### config.mk
export PLATFORM = sky130hd
export DESIGN_NAME = opl_timer_status
export DESIGN_NICKNAME = d
export VERILOG_FILES = /design/src/rtl/opl_timer_status.sv
export SDC_FILE = /design/constraint.sdc
export NUM_CORES = 1
export LEC_CHECK = 0
export CAP_MARGIN = 15
export CELL_PAD_IN_SITES_DETAIL_PLACEMENT = 0
export CELL_PAD_IN_SITES_GLOBAL_PLACEMENT = 1
export CORE_ASPECT_RATIO = 1.2
export CORE_MARGIN = 8
export CORE_UTILIZATION = 44
export CTS_CLUSTER_SIZE = 10
export DETAILED_ROUTE_END_ITERATION = 12
export PLACE_DENSITY_LB_ADDON = 0.1
export SKIP_CTS_REPAIR_TIMING = 1
export SYNTH_ARGS = -nofsm -noshare
export SYNTH_HDL_FRONTEND = slang
export SYNTH_SLANG_ARGS = --single-unit
### constraint.sdc
create_clock -name clk -period 2.18 [get_ports clk]
set_input_delay 0.218 -clock clk [delete_from_list [all_inputs] [get_ports clk]]
set_output_delay 0.218 -clock clk [all_outputs]
set_load 0.005 [all_outputs]
### src/rtl/opl_timer_status.sv
// OPL2 timer control/status block: register decode for 0x02-0x04, two interval
// timers with prescalers, sticky overflow flags, status byte and IRQ line.

module opl_timer_cnt #(
  parameter int TICKS = 286
) (
  input  logic       clk,
  input  logic       reset,
  input  logic       st,
  input  logic [7:0] init,
  output logic       ovf
);

  localparam int PW = (TICKS > 1) ? $clog2(TICKS) : 1;
  localparam logic [PW-1:0] PRESC_TOP = PW'(TICKS - 1);

  logic          st_d1_q, st_d1_d;
  logic [7:0]    cnt_q, cnt_d;
  logic [PW-1:0] presc_q, presc_d;
  logic          ovf_q, ovf_d;

  // A start edge reloads; otherwise count while started, hold while stopped.
  always_comb begin
    st_d1_d = st;
    cnt_d   = cnt_q;
    presc_d = presc_q;
    ovf_d   = 1'b0;
    if (st && !st_d1_q) begin
      cnt_d   = init;
      presc_d = PRESC_TOP;
    end else if (st) begin
      if (presc_q == '0) begin
        presc_d = PRESC_TOP;
        if (cnt_q == 8'hFF) begin
          cnt_d = init;
          ovf_d = 1'b1;
        end else begin
          cnt_d = cnt_q + 8'd1;
        end
      end else begin
        presc_d = presc_q - PW'(1);
      end
    end else begin
      cnt_d   = cnt_q;
      presc_d = presc_q;
    end
  end

  always_ff @(posedge clk) begin
    if (reset) begin
      st_d1_q <= 1'b0;
      cnt_q   <= 8'h00;
      presc_q <= '0;
      ovf_q   <= 1'b0;
    end else begin
      st_d1_q <= st_d1_d;
      cnt_q   <= cnt_d;
      presc_q <= presc_d;
      ovf_q   <= ovf_d;
    end
  end

  assign ovf = ovf_q;

endmodule

module opl_timer_status #(
  parameter int TIMER1_TICKS = 286,
  parameter int TIMER2_TICKS = 1145
) (
  input  logic       clk,
  input  logic       reset,
  input  logic [7:0] addr,
  input  logic [7:0] din,
  input  logic       wr,
  input  logic       rd,
  output logic [7:0] dout,
  output logic       irq_n
);

  logic [7:0] init1_q, init1_d, init2_q, init2_d;
  logic       mask1_q, mask1_d, mask2_q, mask2_d;
  logic       st1_q, st1_d, st2_q, st2_d;
  logic       ft1_q, ft1_d, ft2_q, ft2_d;
  logic [7:0] dout_q, dout_d;
  logic       irq_n_q, irq_n_d;
  logic       ovf1_s, ovf2_s;

  opl_timer_cnt #(.TICKS(TIMER1_TICKS)) u_t1 (
    .clk   (clk),
    .reset (reset),
    .st    (st1_q),
    .init  (init1_q),
    .ovf   (ovf1_s)
  );

  opl_timer_cnt #(.TICKS(TIMER2_TICKS)) u_t2 (
    .clk   (clk),
    .reset (reset),
    .st    (st2_q),
    .init  (init2_q),
    .ovf   (ovf2_s)
  );

  // Register decode and flag update; an overflow set overrides any clear on the
  // same edge, and the masking decision uses the mask in force before the write.
  always_comb begin
    init1_d = init1_q;
    init2_d = init2_q;
    mask1_d = mask1_q;
    mask2_d = mask2_q;
    st1_d   = st1_q;
    st2_d   = st2_q;
    ft1_d   = ft1_q;
    ft2_d   = ft2_q;
    dout_d  = dout_q;
    if (wr) begin
      case (addr)
        8'h02: init1_d = din;
        8'h03: init2_d = din;
        8'h04: begin
          if (din[7]) begin
            ft1_d = 1'b0;
            ft2_d = 1'b0;
          end else begin
            mask1_d = din[6];
            mask2_d = din[5];
            st2_d   = din[1];
            st1_d   = din[0];
            if (din[6]) ft1_d = 1'b0;
            else        ft1_d = ft1_q;
            if (din[5]) ft2_d = 1'b0;
            else        ft2_d = ft2_q;
          end
        end
        default: init1_d = init1_q;
      endcase
    end else begin
      init1_d = init1_q;
    end
    if (ovf1_s && !mask1_q) ft1_d = 1'b1;
    else                    ft1_d = ft1_d;
    if (ovf2_s && !mask2_q) ft2_d = 1'b1;
    else                    ft2_d = ft2_d;
    if (rd) dout_d = {ft1_q | ft2_q, ft1_q, ft2_q, 5'b00000};
    else    dout_d = dout_q;
    irq_n_d = ~(ft1_d | ft2_d);
  end

  always_ff @(posedge clk) begin
    if (reset) begin
      init1_q <= 8'h00;
      init2_q <= 8'h00;
      mask1_q <= 1'b0;
      mask2_q <= 1'b0;
      st1_q   <= 1'b0;
      st2_q   <= 1'b0;
      ft1_q   <= 1'b0;
      ft2_q   <= 1'b0;
      dout_q  <= 8'h00;
      irq_n_q <= 1'b1;
    end else begin
      init1_q <= init1_d;
      init2_q <= init2_d;
      mask1_q <= mask1_d;
      mask2_q <= mask2_d;
      st1_q   <= st1_d;
      st2_q   <= st2_d;
      ft1_q   <= ft1_d;
      ft2_q   <= ft2_d;
      dout_q  <= dout_d;
      irq_n_q <= irq_n_d;
    end
  end

  assign dout  = dout_q;
  assign irq_n = irq_n_q;

endmodule

### Word-level counts from Yosys, hierarchy flattened

Index checks and enable logic that the tools add are counted.

| cells by class | value |
|---|---|
| equal/unequal tests | 5 |
| $add $sub $neg | 4 |
| div/mod/pow operators | 0 |
| reduce and logical (&&, ||, !) cells | 23 |
| multiply operators | 0 |
| muxes and demuxes | 26 |
| bitwise logic cells | 8 |
| shifts and indexed selects | 0 |
| $lt $le $gt $ge | 0 |

Operator list:

| cell | count |
|---|---|
| $mux W8 | 8 |
| $mux W11 | 3 |
| $mux W9 | 3 |
| $add A8 B1 Y8 const B | 2 |
| $eq A8 B2 Y1 const B | 2 |
| $eq A8 B8 Y1 const B | 2 |
| $mux W1 | 12 |
| $logic_not A11 Y1 | 1 |
| $sub A11 B1 Y11 const B | 1 |
| $logic_not A9 Y1 | 1 |
| $sub A9 B1 Y9 const B | 1 |
| $eq A8 B3 Y1 const B | 1 |
| $reduce_and A2 Y1 | 4 |
| $reduce_bool A2 Y1 | 4 |
| $reduce_or A4 Y1 | 2 |
| $not A1 Y1 | 6 |
| $logic_and A1 B1 Y1 | 4 |
| $logic_not A1 Y1 | 4 |
| $reduce_or A2 Y1 | 2 |
| $reduce_and A3 Y1 | 1 |
| $or A1 B1 Y1 | 2 |

| word-level totals | value |
|---|---|
| memories kept | 0 |
| input port bits | 20 |
| bits in latches | 0 |
| output and inout port bits | 9 |
| bits in read-only memories | 0 |
| memory bits (writable) | 0 |
| register bits after elaboration | 66 |
| word-level logic and storage cells | 86 |

### Logic depth before layout (Yosys ltp)

Gate-level depths: netlist (run 1).

| logic depth | value |
|---|---|
| depth in word-level cells | 7 |
| gate-level depth with buffers | 7 |

### By module

From an unflattened synthesis (run 1), not the netlist that was laid out.

| second synthesis, totals | value |
|---|---|
| cells, all modules | 369 |
| area total of the unflattened synthesis | 3384.5 µm² |

By module, submodules not included:

| module | area each (µm²) | times used | cells an instance |
|---|---|---|---|
| opl_timer_cnt at u_t2 | 1216.2 | 1 | 136 |
| opl_timer_cnt at u_t1 | 1132.3 | 1 | 133 |
| opl_timer_status | 1036.0 | 1 | 100 |

### Least setup slack after synthesis (run 1)

Ideal clock, no wire load.

| timing path | value |
|---|---|
| path type | register to register |
| from | register u_t2.presc_q[6] |
| to | register u_t2.cnt_q[6] |
| data arrival time | 1.927 ns |
| cell stages (with the launch flop) | 7 |
| path buffers | 2 |
| clock period less this slack | 1.989 ns |
| setup slack | 0.191 ns |
| path through | dfxtp_1 > or4_1 > clkbuf_2 > or4_1 > buf_2 > or3_1 > nand3_1 |

| between the ends | value |
|---|---|
| word-level cells in the longest chain between the ends | 3 |

Ends and longest elaborated chain:

| element | RTL line | source |
|---|---|---|
| start: declaration | 19 | `logic [PW-1:0] presc_q, presc_d;` |
| start signal: assignment | 58 | `presc_q <= presc_d;` |
| $logic_not A11 Y1 | 32 | `if (presc_q == '0) begin` |
| $reduce_bool A2 Y1 (no line) | n/a |  |
| $reduce_and A2 Y1 (no line) | n/a |  |
| end signal: assignment | 57 | `cnt_q <= cnt_d;` |
| end: declaration | 18 | `logic [7:0] cnt_q, cnt_d;` |

No other way between the ends.
A chain may end at the register's enable or synchronous reset.

### Worst setup path in the final report (run 1)

| timing path | value |
|---|---|
| from | register u_t2.presc_q[7] |
| to | register u_t2.cnt_q[6] |

Same word-level chain as after synthesis.

==> impl_results.md, run 1 <==
- Top delay family on crit path: simple AND/OR/NAND/NOR gates
- Vias in the first global route: 2777
- Crit-path max FO: 7
- CP Launch Type: register
- GRT Total Usage: 15.1%
- Hold Fails Final Rpt: 0
- Initial DRT Pass Iterations: 4
- Post-DP HPWL: 5.66 mm
- H-tree levels: 3
- Worst R2R End: u_t2.cnt_q[6]
- Post-Syn Instances: between 300 and 400
- Setup slack, reg-to-reg: between 0.1 and 0.15 ns
- Setup ws final: around 0.11 ns
- Crit path buf inv count: 0
- Commonest non-fill, non-tap cell in the layout: dfxtp_1
- Initial Util: 45.4%
- Worst Clk Skew: roughly 0.0095 ns
- Worst-path clk slew: about 0.07 ns
- CTS Buf Count: 9
- Slowest cell on the critical path: or4_1
- Final Cycle Share: 95.1%
- Cell Chain, Critical Path: or4_1 -> or4_1 -> or3_1 -> nand3_1
- Fin area: ~4000 um2
- Synth-to-Final Area Change: 20.8%
- Clock sink total: 66
- Setup violators final: 0
- VDD IR-drop max: around 0.00031 V
- Row cnt: 34
- Initial DRC count: 81
- Most Frequent Cell on Critical Path: or4_1
- DRC violations left: 0
- Diodes inserted: 0
- Synthesized area: approximately 3300 um2
- Gr ovfl total: 0
- CP max stage delay: a little over 0.6 ns
- Max Fclk: a little under 500 MHz
- Post-synthesis sequential area ratio: between 40% and 50%
- Post-DP Area: approximately 3700 um2
- Synth Flop Type: dfxtp_1
- Global placement routability congestion: 0.852
- Worst hold path type: primary input to register
- Via count: approximately 2800
- First-pass GRT wire length: between 10 and 15 mm
- Place WS: -0.0395 ns
- Worst Path Required: 2.45 ns
- Status: complete, no violations
- Die area: 10500 um2
- Leak Pwr: approximately 1.4 nW
- Slew headroom: between 50% and 60%
- CTS Buffer Depth: 2
- Layout cells sized above 1: ~11%
- RSZ-0062 raised after global routing: false
- Average size of a mapped cell: approximately 8.6 um2
- Via density: between 5 and 6
- Core Region: a little over 7000 um2
- Crit. End Element: register
- Total wire length: 7.71 mm
- R2r worst-path depth: 4
- Die width: around 95 um
- Worst hold stages: 2
- Async set-reset flop share out of synthesis: 0%
- Yosys warns: 0
- Overall power: roughly 2.6 mW
- Fillers: 700
- Clk Latency, worst-skew pair: between 0.3 and 0.4 ns
- Worst Max-Slew Pin Slew: 0.700 ns
- Flops & latches, synth: 66
- Largest net degree at the start of global routing: a little under 60
- Wire per inst: ~15 um
- Slew Viols, Final: 0
- Final ANT Viol Nets: 0
- # nets final: 440
- IO Port Bufs: 23
- Clock Tree Root: clkbuf_8
- Yosys cell types: 52
- Setup CP Type: register to register
- Hold worst-path end: u_t2.cnt_q[4]
- PD cells: between 600 and 700 nW/um2
- Fin crit period: between 2 and 2.5 ns
- Commonest non-fill, non-tap cells in the layout: 66 x dfxtp_1, 45 x nor2_1, 27 x mux2i_1, 23 x a21oi_1
- Hold wc startpoint: reset
- Initial antenna violation count: 0
- DIE HEIGHT: approximately 110 um
- CP startpoint: u_t2.presc_q[7]
- Number of synthesized flops with an enable pin: 0
- CTS tree: built
- Max-Cap Viols: 0
- WP data arrival: between 2 and 2.5 ns
- # IOs: 29
- R2r startpoint: u_t2.presc_q[7]
[through the flow]
stage | TNS [ns] | utilization (%) | hold slack [ns] | cells
after detailed placement | -0.246 | 51.3 | 0.472 | 495
final | 0 | 54.8 | 0.195 | 511
after global routing | 0 | 54.8 | 0.190 | 511
after global placement | -0.00938 | 51.3 | 0.464 | 495
after CTS | 0 | 54.8 | 0.175 | 511
after floorplan | 0 | - | 0.314 | 384
[kinds of logic (layout without fill, tap and decap cells)]
kind of cell,after synthesis,in the layout,synth area share (%)
AO/OA/AOI/OAI,68,68,13.7
XOR/XNOR,14,14,3.74
adder cells (fa/ha/maj),4,4,1.53
buffers and inverters,33,70,4.50
flip-flops,66,66,40.3
multiplexers,27,27,8.24
other,1,5,0.114
AND/OR/NAND/NOR,167,167,28.0
[final cells by class]
cell class                      instances  area (um2)  area share [%]
Timing Repair Buffer                   46         423            10.7
Clock buffer                           10         138            3.47
Sequential cell                        66        1320            33.3
Clock inverter                          6         113            2.84
Inverter                                8        30.0           0.758
Tap cell                               90         113            2.84
Multi-Input combinational cell        285        1830            46.1
[sequential cells by signal, summed over array words and instances (netlist names)]
name and count:
dout 3, ft1_q 1, ft2_q 1, init1_q 8, init2_q 8, irq_n 1, mask1_q 1, mask2_q 1
st1_q 1, st2_q 1, u_t1.cnt_q 8, u_t1.ovf 1, u_t1.presc_q 9, u_t1.st_d1_q 1, u_t2.cnt_q 8, u_t2.ovf 1
u_t2.presc_q 11, u_t2.st_d1_q 1
[how the worst max path moves through the flow]
stage	to	slack, ns	depth (start not counted)
after floorplan	u_t2.cnt_q[6]	0.19	6
after global placement	init2_q[2]	-0.003	6
after detailed placement	init2_q[1]	-0.04	6
after CTS	u_t2.cnt_q[6]	0.1	4
after global routing	u_t2.cnt_q[6]	0.05	4
final	u_t2.cnt_q[6]	0.11	4
[cells in the mapped netlist (8+ instances only)]
library cell   n  share of area, %
dfxtp_1       66                40
nor2_1        45               5.1
mux2i_1       27               8.2
a21oi_1       23               3.5
nand2_1       22               2.5
nand3_1       15               2.3
nor3_1        15               2.3
clkbuf_1      14               1.6
nand2b_1      13               2.5
a31oi_1        8               1.5
inv_1          8              0.92
o21ai_0        8               1.2
or4_1          8               1.8
xnor2_1        8               2.1
[report_power, final]
group / internal [mW] / switching (mW) / total (mW)
Combinational: 0.0524 / 0.0506 / 0.103
Clock: 0.795 / 0.475 / 1.27
Sequential: 1.21 / 0.00782 / 1.22
Total: 2.06 / 0.533 / 2.59
[layer usage]
layer	up-vias	wire length, um	global-route usage, %
met5	-	0	0
met4	0	151	6.47
met3	14	176	3.05
met2	31	4040	25.9
met1	1316	3340	17.4
li1	1446	-	-
Note: power is estimated with default switching activity, not from simulation.
==> run 2, diff against run 1 <==
--- a/config.mk
+++ b/config.mk
@@ -10,7 +10,7 @@
 export CELL_PAD_IN_SITES_GLOBAL_PLACEMENT = 1
 export CORE_ASPECT_RATIO = 1.2
 export CORE_MARGIN = 8
-export CORE_UTILIZATION = 44
+export CORE_UTILIZATION = 25
 export CTS_CLUSTER_SIZE = 10
 export DETAILED_ROUTE_END_ITERATION = 12
 export PLACE_DENSITY_LB_ADDON = 0.1
==> impl_results.md, run 2 (synthesized netlist as in run 1, its figures left out) <==
- Status: complete, no violations (unchanged)
- Worst Path Required: 2.43 ns (was 2.45 ns)
- Fin crit period: 2.05 ns (was 2.07 ns)
- Fin cells: 591 (was 511)
- Total wire length: 8.90 mm (was 7.71 mm)
- GRT Total Usage: 11.1% (was 15.1%)
- Top delay family on crit path: simple AND/OR/NAND/NOR gates (unchanged)
- Setup CP Type: register to register (unchanged)
- Diodes inserted: 0 (unchanged)
- Clk Latency, worst-skew pair: 0.33 ns (was 0.34 ns)
- Initial DRT Pass Iterations: 4 (unchanged)
- Max Fclk: 488 MHz (was 482 MHz)
- Cell Chain, Critical Path: or4_1 -> buf_4 -> o41a_2 -> or3_1 -> a31oi_1 (was or4_1 -> or4_1 -> or3_1 -> nand3_1)
- CP Launch Type: register (unchanged)
- Largest net degree at the start of global routing: 64 (was 58)
- Slew headroom: 58.8% (was 53.3%)
- Clock Tree Root: clkbuf_16 (was clkbuf_8)
- DRC violations left: 0 (unchanged)
- CTS Buf Count: 9 (unchanged)
- RSZ-0062 raised after global routing: false (unchanged)
- Worst hold path type: primary input to register (unchanged)
- PD cells: 678 nW/um2 (was 654 nW/um2)
- Final ANT Viol Nets: 0 (unchanged)
- # nets final: 442 (was 440)
- Wire per inst: 15.1 um (about the same)
- Fillers: 1448 (was 700)
- Crit. End Element: register (unchanged)
- Initial DRC count: 188 (was 81)
- First-pass GRT wire length: 14.8 mm (was 13.0 mm)
- Worst hold margin: 0.358 ns (was 0.195 ns)
- Die width: 121 um (was 94.8 um)
- Initial antenna violation count: 0 (unchanged)
- Commonest non-fill, non-tap cell in the layout: dfxtp_1 (unchanged)
- Initial Util: 25.2% (was 45.4%)
- Vias in the first global route: 2901 (was 2777)
- Max reg flops: 11 (unchanged)
- Register with the most flip-flops: u_t2.presc_q (unchanged)
- Setup violators final: 0 (unchanged)
- DP Cell Count: 575 (was 495)
- Layout cells sized above 1: 11.6% (was 11.2%)
- Max-Cap Viols: 0 (unchanged)
- Worst Clk Skew: 0.00544 ns (was 0.00948 ns)
- Die area: 17100 um2 (was 10500 um2)
- Setup ws final: 0.130 ns (was 0.107 ns)
- CP max stage delay: 0.57 ns (was 0.61 ns)
- Place WS: -0.0604 ns (was -0.0395 ns)
- Post-DP HPWL: 6.63 mm (was 5.66 mm)
- Via density: 4.85 (was 5.49)
- VDD IR-drop max: 0.000256 V (was 0.000312 V)
- Overall power: 2.80 mW (was 2.59 mW)
- Commonest non-fill, non-tap cells in the layout: 66 x dfxtp_1, 45 x nor2_1, 27 x mux2i_1, 23 x a21oi_1, 23 x buf_4 (was 66 x dfxtp_1, 45 x nor2_1, 27 x mux2i_1, 23 x a21oi_1)
- Worst Max-Slew Pin Slew: 0.610 ns (was 0.700 ns)
- CTS tree: built (unchanged)
- Regs by FF count: u_t2.presc_q x11, u_t1.presc_q x9 (unchanged)
- Worst-path clk slew: 0.06 ns (was 0.07 ns)
- Final Cycle Share: 94.0% (was 95.1%)
- Crit path buf inv count: 1 (was 0)
- Multi-input logic area: 1830 um2 (about the same)
- Slew Viols, Final: 0 (unchanged)
- IO Port Bufs: 23 (unchanged)
- # IOs: 29 (unchanged)
- Via count: 2864 (was 2807)
- Leak Pwr: 1.48 nW (was 1.45 nW)
- Synth-to-Final Area Change: 26.0% (was 20.8%)
- CTS Buffer Depth: 2 (unchanged)
- Crit-path max FO: 5 (was 7)
- DIE HEIGHT: 141 um (was 111 um)
- Finished Core Util: 31.8% (was 54.8%)
- Global placement routability congestion: 0.759 (was 0.852)
- Gr ovfl total: 0 (unchanged)
- Slowest cell on the critical path: or4_1 (unchanged)
- Seq. cell area: 1320 um2 (unchanged)
- Hold Fails Final Rpt: 0 (unchanged)
- Clock sink total: 66 (unchanged)
- Row cnt: 46 (was 34)
- WP data arrival: 2.30 ns (was 2.35 ns)
- H-tree levels: 3 (unchanged)
- Core Region: 13000 um2 (was 7230 um2)
==> run 2: cell count changes in the layout (fill, tap and decap cells not counted), moves of 2 or more <==
cell / change
buf_4: +2
clkinv_2: +2
clkbuf_16: +9
clkbuf_8: -8
bufinv_16: -2
==> run 2: metal layers <==
metal	share of wire, %	track usage (%)	up-vias
met4	1.3	4.22	0
met2	54	20.5	33
met1	43	11.9	1368
li1	-	-	1456
met5	0	0	-
met3	2.2	2.54	7
==> run 2: per-stage QoR <==
stage,setup TNS [ns],cell area (um2)
after CTS,0,4130
after floorplan,0,3300
after global placement,-0.188,3830
after global routing,0,4130
after detailed placement,-0.380,3830
final,0,4130
==> run 2: worst paths after layout <==
path	from	to	slack [ns]	cells past startpoint
setup / recovery	u_t2.presc_q[6]	u_t2.cnt_q[0]	0.13	5
hold / removal	reset	u_t2.cnt_q[6]	0.36	4
setup reg to reg	u_t2.presc_q[6]	u_t2.cnt_q[0]	0.13	5
hold reg to reg	mask2_q	mask2_q	0.48	2
==> run 2: cell type report <==
type                    instances  share of cell area, %
multi-input cells             285                   44.2
flip-flops and latches         66                   32.0
repair buffers                 48                   10.6
clock buffers                  11                   6.12
well taps                     168                   5.09
clock inverters                 5                   1.27
inverters                       8                  0.727
==> run 2: tightest hold or removal path, cell delays in order <==
cell     delay [ns]
buf_2          0.14
or4_1          0.12
or3_1          0.08
nand3_1        0.07
==> run 2: where the power goes <==
part	internal, mW	total [mW]	switching (mW)
Combinational	0.0547	0.109	0.0547
Clock	0.941	1.47	0.530
Sequential	1.21	1.22	0.00877
Total	2.21	2.80	0.593
==> run 3, diff against run 2 <==
--- a/config.mk
+++ b/config.mk
@@ -15,6 +15,7 @@
 export DETAILED_ROUTE_END_ITERATION = 12
 export PLACE_DENSITY_LB_ADDON = 0.1
 export SKIP_CTS_REPAIR_TIMING = 1
+export SLEW_MARGIN = 15
 export SYNTH_ARGS = -nofsm -noshare
 export SYNTH_HDL_FRONTEND = slang
 export SYNTH_SLANG_ARGS = --single-unit
==> results of run 3 <==
No change in the layout: final DEF, timing and power equal those of run 2.
